**config.mk**
```make
export PLATFORM = sky130hd
export DESIGN_NAME = sha_nonce_scheduler
export DESIGN_NICKNAME = d
export VERILOG_FILES = /design/src/rtl/sha_nonce_scheduler.sv
export SDC_FILE = /design/constraint.sdc
export NUM_CORES = 2
export LEC_CHECK = 0
export ABC_CLOCK_PERIOD_IN_PS = 4700
export CORE_AREA = 2 2 376 378
export DETAILED_ROUTE_END_ITERATION = 8
export DIE_AREA = 0 0 378 380
export DONT_BUFFER_PORTS = 1
export PLACE_DENSITY = 0.43
export SETUP_SLACK_MARGIN = 0.02
export SYNTH_ARGS = -nofsm -noshare
export SYNTH_HDL_FRONTEND = slang
export SYNTH_SLANG_ARGS = --single-unit
```
**constraint.sdc**
```tcl
create_clock -name clk -period 4.7 [get_ports clk]
set_input_delay 0.705 -clock clk [delete_from_list [all_inputs] [get_ports clk]]
set_output_delay 0.705 -clock clk [all_outputs]
set_load 0.005 [all_outputs]
```
**src/rtl/sha_nonce_scheduler.sv**
```systemverilog
// sha_nonce_scheduler
// Sequences a pipelined sha_block across an inclusive nonce range, one nonce per clock.
// Tracks the hashes still in flight, compares each returned hash against a target, captures
// the first hit, drains the pipeline and then pulses done.
//
// Ports
//   clk, reset          single clock; synchronous active-low reset
//   start, abort        job control (start honoured in IDLE, abort honoured in RUN)
//   nonce_start/end     inclusive nonce range, wraps mod 2^32
//   target              hit when sha_H <= target (unsigned)
//   sha_en, sha_nonce   issue strobe and nonce to the sha_block
//   sha_en_next,
//   sha_nonce_out,
//   sha_H               result strobe, carried nonce and hash from the sha_block
//   busy, done          job status (busy in RUN/DRAIN, done 1-cycle pulse at end of job)
//   found, found_nonce,
//   found_hash          first-hit capture, held until the next accepted start
//   aborted             job ended by abort, held until the next accepted start
//   hash_count          results received this job
module sha_nonce_scheduler #(
    parameter int unsigned MAX_INFLIGHT = 256,
    parameter bit          STOP_ON_FIND = 1'b1,
    parameter int unsigned WORD_S       = 32,
    parameter int unsigned H_SIZE       = 256
) (
    input  logic              clk,
    input  logic              reset,
    input  logic              start,
    input  logic              abort,
    input  logic [WORD_S-1:0] nonce_start,
    input  logic [WORD_S-1:0] nonce_end,
    input  logic [H_SIZE-1:0] target,
    output logic              sha_en,
    output logic [WORD_S-1:0] sha_nonce,
    input  logic              sha_en_next,
    input  logic [WORD_S-1:0] sha_nonce_out,
    input  logic [H_SIZE-1:0] sha_H,
    output logic              busy,
    output logic              done,
    output logic              found,
    output logic [WORD_S-1:0] found_nonce,
    output logic [H_SIZE-1:0] found_hash,
    output logic              aborted,
    output logic [31:0]       hash_count
);

    localparam int unsigned CntW = $clog2(MAX_INFLIGHT + 1);

    typedef enum logic [1:0] {StIdle, StRun, StDrain} state_t;

    state_t            state_q, state_d;
    logic [WORD_S-1:0] cur_q;
    logic [WORD_S-1:0] end_q;
    logic [H_SIZE-1:0] target_q;
    logic [CntW-1:0]   inflight_q;
    logic              hit;

    assign hit = sha_en_next && (sha_H <= target_q);

    always_comb begin
        state_d   = state_q;
        sha_en    = 1'b0;
        sha_nonce = cur_q;
        busy      = 1'b0;
        done      = 1'b0;
        unique case (state_q)
            StIdle: begin
                if (start) state_d = StRun;
            end
            StRun: begin
                sha_en = 1'b1;
                busy   = 1'b1;
                // The nonce issued this cycle still counts even when stopping.
                if (cur_q == end_q || abort || (STOP_ON_FIND && hit)) state_d = StDrain;
            end
            StDrain: begin
                busy = 1'b1;
                if (inflight_q == '0 && !sha_en_next) begin
                    done    = 1'b1;
                    state_d = StIdle;
                end
            end
            default: state_d = StIdle;
        endcase
    end

    always_ff @(posedge clk) begin
        if (!reset) begin
            state_q     <= StIdle;
            cur_q       <= '0;
            end_q       <= '0;
            target_q    <= '0;
            inflight_q  <= '0;
            found       <= 1'b0;
            found_nonce <= '0;
            found_hash  <= '0;
            aborted     <= 1'b0;
            hash_count  <= '0;
        end else begin
            state_q <= state_d;

            // Issue and return in the same cycle leave the count unchanged; a stray return
            // with nothing in flight is dropped rather than underflowing.
            if (sha_en && !sha_en_next) begin
                inflight_q <= inflight_q + CntW'(1);
            end else if (!sha_en && sha_en_next && inflight_q != '0) begin
                inflight_q <= inflight_q - CntW'(1);
            end

            if (state_q == StIdle) begin
                if (start) begin
                    cur_q       <= nonce_start;
                    end_q       <= nonce_end;
                    target_q    <= target;
                    found       <= 1'b0;
                    found_nonce <= '0;
                    found_hash  <= '0;
                    aborted     <= 1'b0;
                    hash_count  <= '0;
                end
            end else begin
                if (state_q == StRun) begin
                    cur_q <= cur_q + WORD_S'(1);
                    if (abort) aborted <= 1'b1;
                end
                if (sha_en_next) begin
                    hash_count <= hash_count + 32'd1;
                    if (hit && !found) begin
                        found       <= 1'b1;
                        found_nonce <= sha_nonce_out;
                        found_hash  <= sha_H;
                    end
                end
            end
        end
    end

endmodule

```
# --- After elaboration in Yosys (flattened, before gate mapping) ---
# Cells that the tools add are included.
classes:
  n_addsub: 4
  multipliers: 0
  n_div: 0
  order_cmp: 1
  n_eq_ne: 6
  shift: 0
  muxes: 30
  bitwise: 0
  reduce_logical: 26
ops:
  columns: ["op", "count"]
  rows:
  - ["$mux W256", 4]
  - ["$mux W32", 9]
  - ["$le A256 B256 Y1", 1]
  - ["$add A32 B1 Y32 const B", 2]
  - ["$eq A32 B32 Y1", 1]
  - ["$mux W9", 2]
  - ["$mux W1", 11]
  - ["$reduce_bool A2 Y1", 5]
  - ["$add A9 B1 Y9 const B", 1]
  - ["$logic_not A9 Y1", 1]
  - ["$reduce_and A3 Y1", 3]
  - ["$reduce_bool A9 Y1", 1]
  - ["$sub A9 B1 Y9 const B", 1]
  - ["$logic_and A1 B1 Y1", 6]
  - ["$mux W2", 3]
  - ["$ne A2 B2 Y1 const B", 3]
  - ["$pmux W2 S3", 1]
  - ["$reduce_and A2 Y1", 3]
  - ["$logic_not A1 Y1", 3]
  - ["$eq A2 B1 Y1 const B", 1]
  - ["$eq A2 B2 Y1 const B", 1]
  - ["$logic_not A2 Y1", 1]
  - ["$logic_or A1 B1 Y1", 2]
  - ["$reduce_or A2 Y1", 1]
word_totals:
  ff_bits: 653
  latch_bits: 0
  mem_bits_rw: 0
  romBits: 0
  input_bits: 613
  output_inout_bits: 357
  word_cells: 77
  n_memories: 0

# --- Logic depth before layout (Yosys ltp) ---
logic_depth:
  word_depth: 7
  ltp_mapped: 14
  ltp_nobuf: 14

# --- Worst setup path after synthesis ---
# Ideal clock, no wire load.
synth_path:
  kind: "input to register"
  startpoint: "input port sha_H[147]"
  endpoint: "register found_nonce[13]"
  setup_time_ns: 0.072
  t_arrival_ns: 3.216
  slack_ns: 1.412
  cell_stages: 13
  cell_sequence: "ha_1 a21oi_1 o21ai_1 a221o_1 a221o_1 o2111ai_1 nand4_1 or2_1 a211oi_2 buf_6 buf_6 buf_6 mux2i_1"
synth_via:
  elab_chain_cells: 5
synth_rtl:
  columns: ["item", "line", "text"]
  rows:
  - ["from (decl)", "37", "input logic [H_SIZE-1:0] sha_H,"]
  - ["$le A256 B256 Y1", "58", "assign hit = sha_en_next && (sha_H <= target_q);"]
  - ["$logic_and A1 B1 Y1", "58", null]
  - ["$logic_and A1 B1 Y1", "128", "if (hit && !found) begin"]
  - ["$reduce_bool A2 Y1 (no source line)", null, null]
  - ["$reduce_and A3 Y1 (no source line)", null, null]
  - ["to (signal assigned)", "130", "found_nonce <= sha_nonce_out;"]
  - ["to (decl)", "41", "output logic [WORD_S-1:0] found_nonce,"]
# Every way passes these cells.
# A chain may end at the register's enable or synchronous reset.

# --- Worst setup path in the final report ---
layout_path:
  startpoint: "input port reset"
  endpoint: "register hash_count[18]"
layout_lines:
  columns: ["item", "line", "text"]
  rows:
  - ["from (decl)", "27", "input logic reset,"]
  - ["to (signal assigned)", "127", "hash_count <= hash_count + 32'd1;"]
  - ["to (decl)", "44", "output logic [31:0] hash_count"]
# No word-level cell between the ends.

==> summary.md <==
| Metric | Value |
|---|---|
| Crit path max fanout | `588` |
| Hold depth | `2` |
| I/O pin count | `970` |
| Die Ht | `380 um` |
| CP endpoint kind | `register` |
| Area grow syn2layout | `14.3%` |
| Detailed Route WL | `133 mm` |
| Worst-path clk slew | `60 ps` |
| Post-CTS setup repair buffer count | `0` |
| Initial core utilization | `23.5%` |
| Net Count, Synth | `4,929` |
| LEAKAGE | `13.5 nW` |
| Die area | `144,000 um^2` |
| Post-CTS Hold Buffers | `0` |
| DRT iter0 DRCs | `1,598` |
| Synth area leaders | `dfxtp_1, nand2_1, ha_1` |
| Count of cells resized by post-cts repair | `0` |
| Failing checks | `slew limit, setup timing` |
| GR Util All Layers | `17.7%` |
| Slew Viols, Final | `462` |
| Overall Power | `18.4 mW` |
| Vias in the first global route | `26,500` |
| Worst r2r dst | `found_hash[141]` |
| Critical path startpoint category | `primary input` |
| WP data arrival | `5470 ps` |
| CTS tree | `done` |
| Setup TNS | `-26,990 ps` |
| Initial antenna violation count | `31` |
| Post-synthesis instance area | `32,700 um^2` |
| Worst setup margin | `-232 ps` |
| RePlAce Congestion | `0.866` |
| Cts bufs inserted | `81` |
| Post-synth EDFFs | `0` |
| Clk_lat worst skew | `690 ps` |
| Pin count of the biggest net entering global routing | `589` |
| Crit path cell chain | `inv_8 > buf_4 > nor2_1` |
| Clock root buffer | `clkbuf_16` |
| Final min period | `4930 ps` |
| Total congestion overflow | `0` |
| Die Wd | `378 um` |
| H-tree depth | `3` |
| Avg WL per Cell | `22.6 um` |
| Post-synth ARST share | `0%` |
| Ys Warns | `0` |
| Post-synthesis cell type count | `60` |
| Yosys top cell by area | `dfxtp_1` |
| Max cap viols | `0` |
| Min-delay src | `target[205]` |
| Status | `finished, violations left` |
| Synth top area share | `40.0%` |
| Sinks on Clock Net | `653` |
| Top FF cell, synth | `dfxtp_1` |
| FMAX | `203 MHz` |
| Actual slew at the worst max-slew pin | `3800 ps` |
| Hold slack | `142 ps` |
| Synthesized instance count | `4,047` |
| Crit path kind | `in2reg` |
| Pre-antenna DRT Iters | `7` |
| Post-detail-place hpwl | `103 mm` |
| Worst path top cell family by delay | `buffers and inverters` |
| Drt via density | `4.70` |
| WHS Endpoint | `target_q[205]` |
| Pwr/cell area | `491 nW/um^2` |
| Maximum VDD drop | `0.253 mV` |
| Worst Path Buf+Inv | `2` |
| DRC viols | `0` |
| Global-route wire length before repair | `187 mm` |
| Clk_skew | `40.1 ps` |
| RSZ-0062 raised after global routing | `false` |
| Port Buffers | `0` |
| Core Area | `139,000 um^2` |
| CP max stage delay | `2230 ps` |
| Critical R2R Launch | `target_q[201]` |
| Post-route core utilization | `26.9%` |
| Setup violators final | `229` |
| Cell Count Post-Placement | `5,745` |
| Seq/Total Area, Yosys | `40.0%` |
| Yosys reg bits | `653` |
| Post-route ant nets | `0` |
| Final Non-Filler Cells | `5,903` |
| Rel. slew slack | `-153%` |
| Tcrit/Tclk final | `105%` |
| Hold Crit Class | `in2reg` |
| Reg2reg path depth | `14` |
| Longest Clk Path Bufs | `3` |
| Fraction of layout cells with a size suffix above 1 | `5.34%` |
| Cell Rows | `137` |
| Data required, critical path | `5240 ps` |
| Final hold vios | `0` |
| # nets final | `4,834` |
| R2r setup slk | `650 ps` |
| CP max-delay cell | `inv_8` |
| Total number of vias | `27,700` |
| Syn_area_per_cell | `8.09 um^2` |
| Fill count | `15,300` |
-- cell type report --
class	count	area, um^2	share of cell area (%)
Multi-Input combinational cell	2860	17500	46.7
Sequential cell	653	13100	35.0
Clock buffer	123	2370	6.33
Tap cell	1876	2350	6.28
Inverter	280	1060	2.83
Timing Repair Buffer	76	808	2.16
Clock inverter	18	250	0.669
Antenna cell	17	42.5	0.114
-- stage by stage --
step | setup slack, ps | instance area, um^2
floorplan | 1410 | 32700
global route | 334 | 37400
CTS | 412 | 37400
finish | -232 | 37400
detailed placement | 88.7 | 34700
global placement | -340 | 34700
-- layout by cell type (no fill, tap or decap), types with 22 or more instances in the layout --
| master | Yosys | routed |
|---|---|---|
| inv_1 | 279 | 278 |
| a221oi_1 | 23 | 23 |
| ha_1 | 268 | 268 |
| nand2_1 | 981 | 980 |
| a21o_1 | 22 | 22 |
| clkbuf_16 | 0 | 82 |
| mux2i_1 | 320 | 320 |
| a21oi_1 | 421 | 421 |
| o21ai_0 | 66 | 66 |
| nand4_1 | 77 | 77 |
| nor2_1 | 93 | 93 |
| dfxtp_1 | 653 | 653 |
| buf_4 | 7 | 57 |
| nand3_1 | 356 | 356 |
| xnor2_1 | 44 | 44 |
| clkbuf_1 | 219 | 25 |
-- how the worst max path moves through the flow --
stage | startpoint | endpoint | slack [ps] | depth (start not counted)
floorplan | sha_H[147] | found_nonce[13] | 1410 | 13
global placement | sha_H[119] | found_hash[116] | -340 | 12
detailed placement | sha_H[103] | found_hash[178] | 90 | 12
CTS | target_q[98] | found_hash[11] | 410 | 13
global route | target_q[99] | found_hash[146] | 330 | 13
finish | reset | hash_count[18] | -230 | 3
-- power breakdown --
part,internal [mW],leakage (nW),total [mW],switching [mW]
sequential,6.26,5.32,6.95,0.690
clock,3.69,1.27,6.34,2.64
combinational,1.86,6.86,5.08,3.21
-- synthesized netlist by cell type (23+ instances only) --
master    number
nand2_1      981
dfxtp_1      653
a21oi_1      421
nand3_1      356
mux2i_1      320
inv_1        279
ha_1         268
clkbuf_1     219
nor2_1        93
nand4_1       77
o21ai_0       66
xnor2_1       44
a221oi_1      23
buf_6         23
-- registers in the layout, indices dropped and copies added, names as in the netlist, 2 cells and up --
register     cells
sha_nonce       32
state_q          2
hash_count      32
end_q           32
found_hash     256
inflight_q       9
target_q       256
found_nonce     32
-- logic make-up after synthesis --
kind of cell	synth area share, %
buf+inv	6.80
flops	40.0
fa+ha+maj	10.3
mux	9.96
xor+xnor	1.23
simple gates	21.2
compound gates	10.5
-- worst reg2reg max path, stage by stage, from the launching register on --
cell	delay, ps
dfxtp_1	350
inv_1	50
ha_1	280
a211oi_1	210
o21bai_1	100
a221oi_1	550
o22ai_1	200
a2111oi_2	510
buf_4	200
o2111ai_1	80
or2_1	290
a211oi_4	320
buf_12	300
buf_12	290
mux2i_1	230
-- metal layers --
layer | track usage [%] | vias to the layer above | part of all wire [%]
met5 | 0 | - | 0.082
met1 | 20.6 | 13100 | 40
met4 | 6.28 | 18 | 3.0
li1 | - | 13600 | -
met3 | 5.56 | 205 | 8.3
met2 | 30.2 | 857 | 48
No activity file was read; power rests on OpenSTA's default activity.
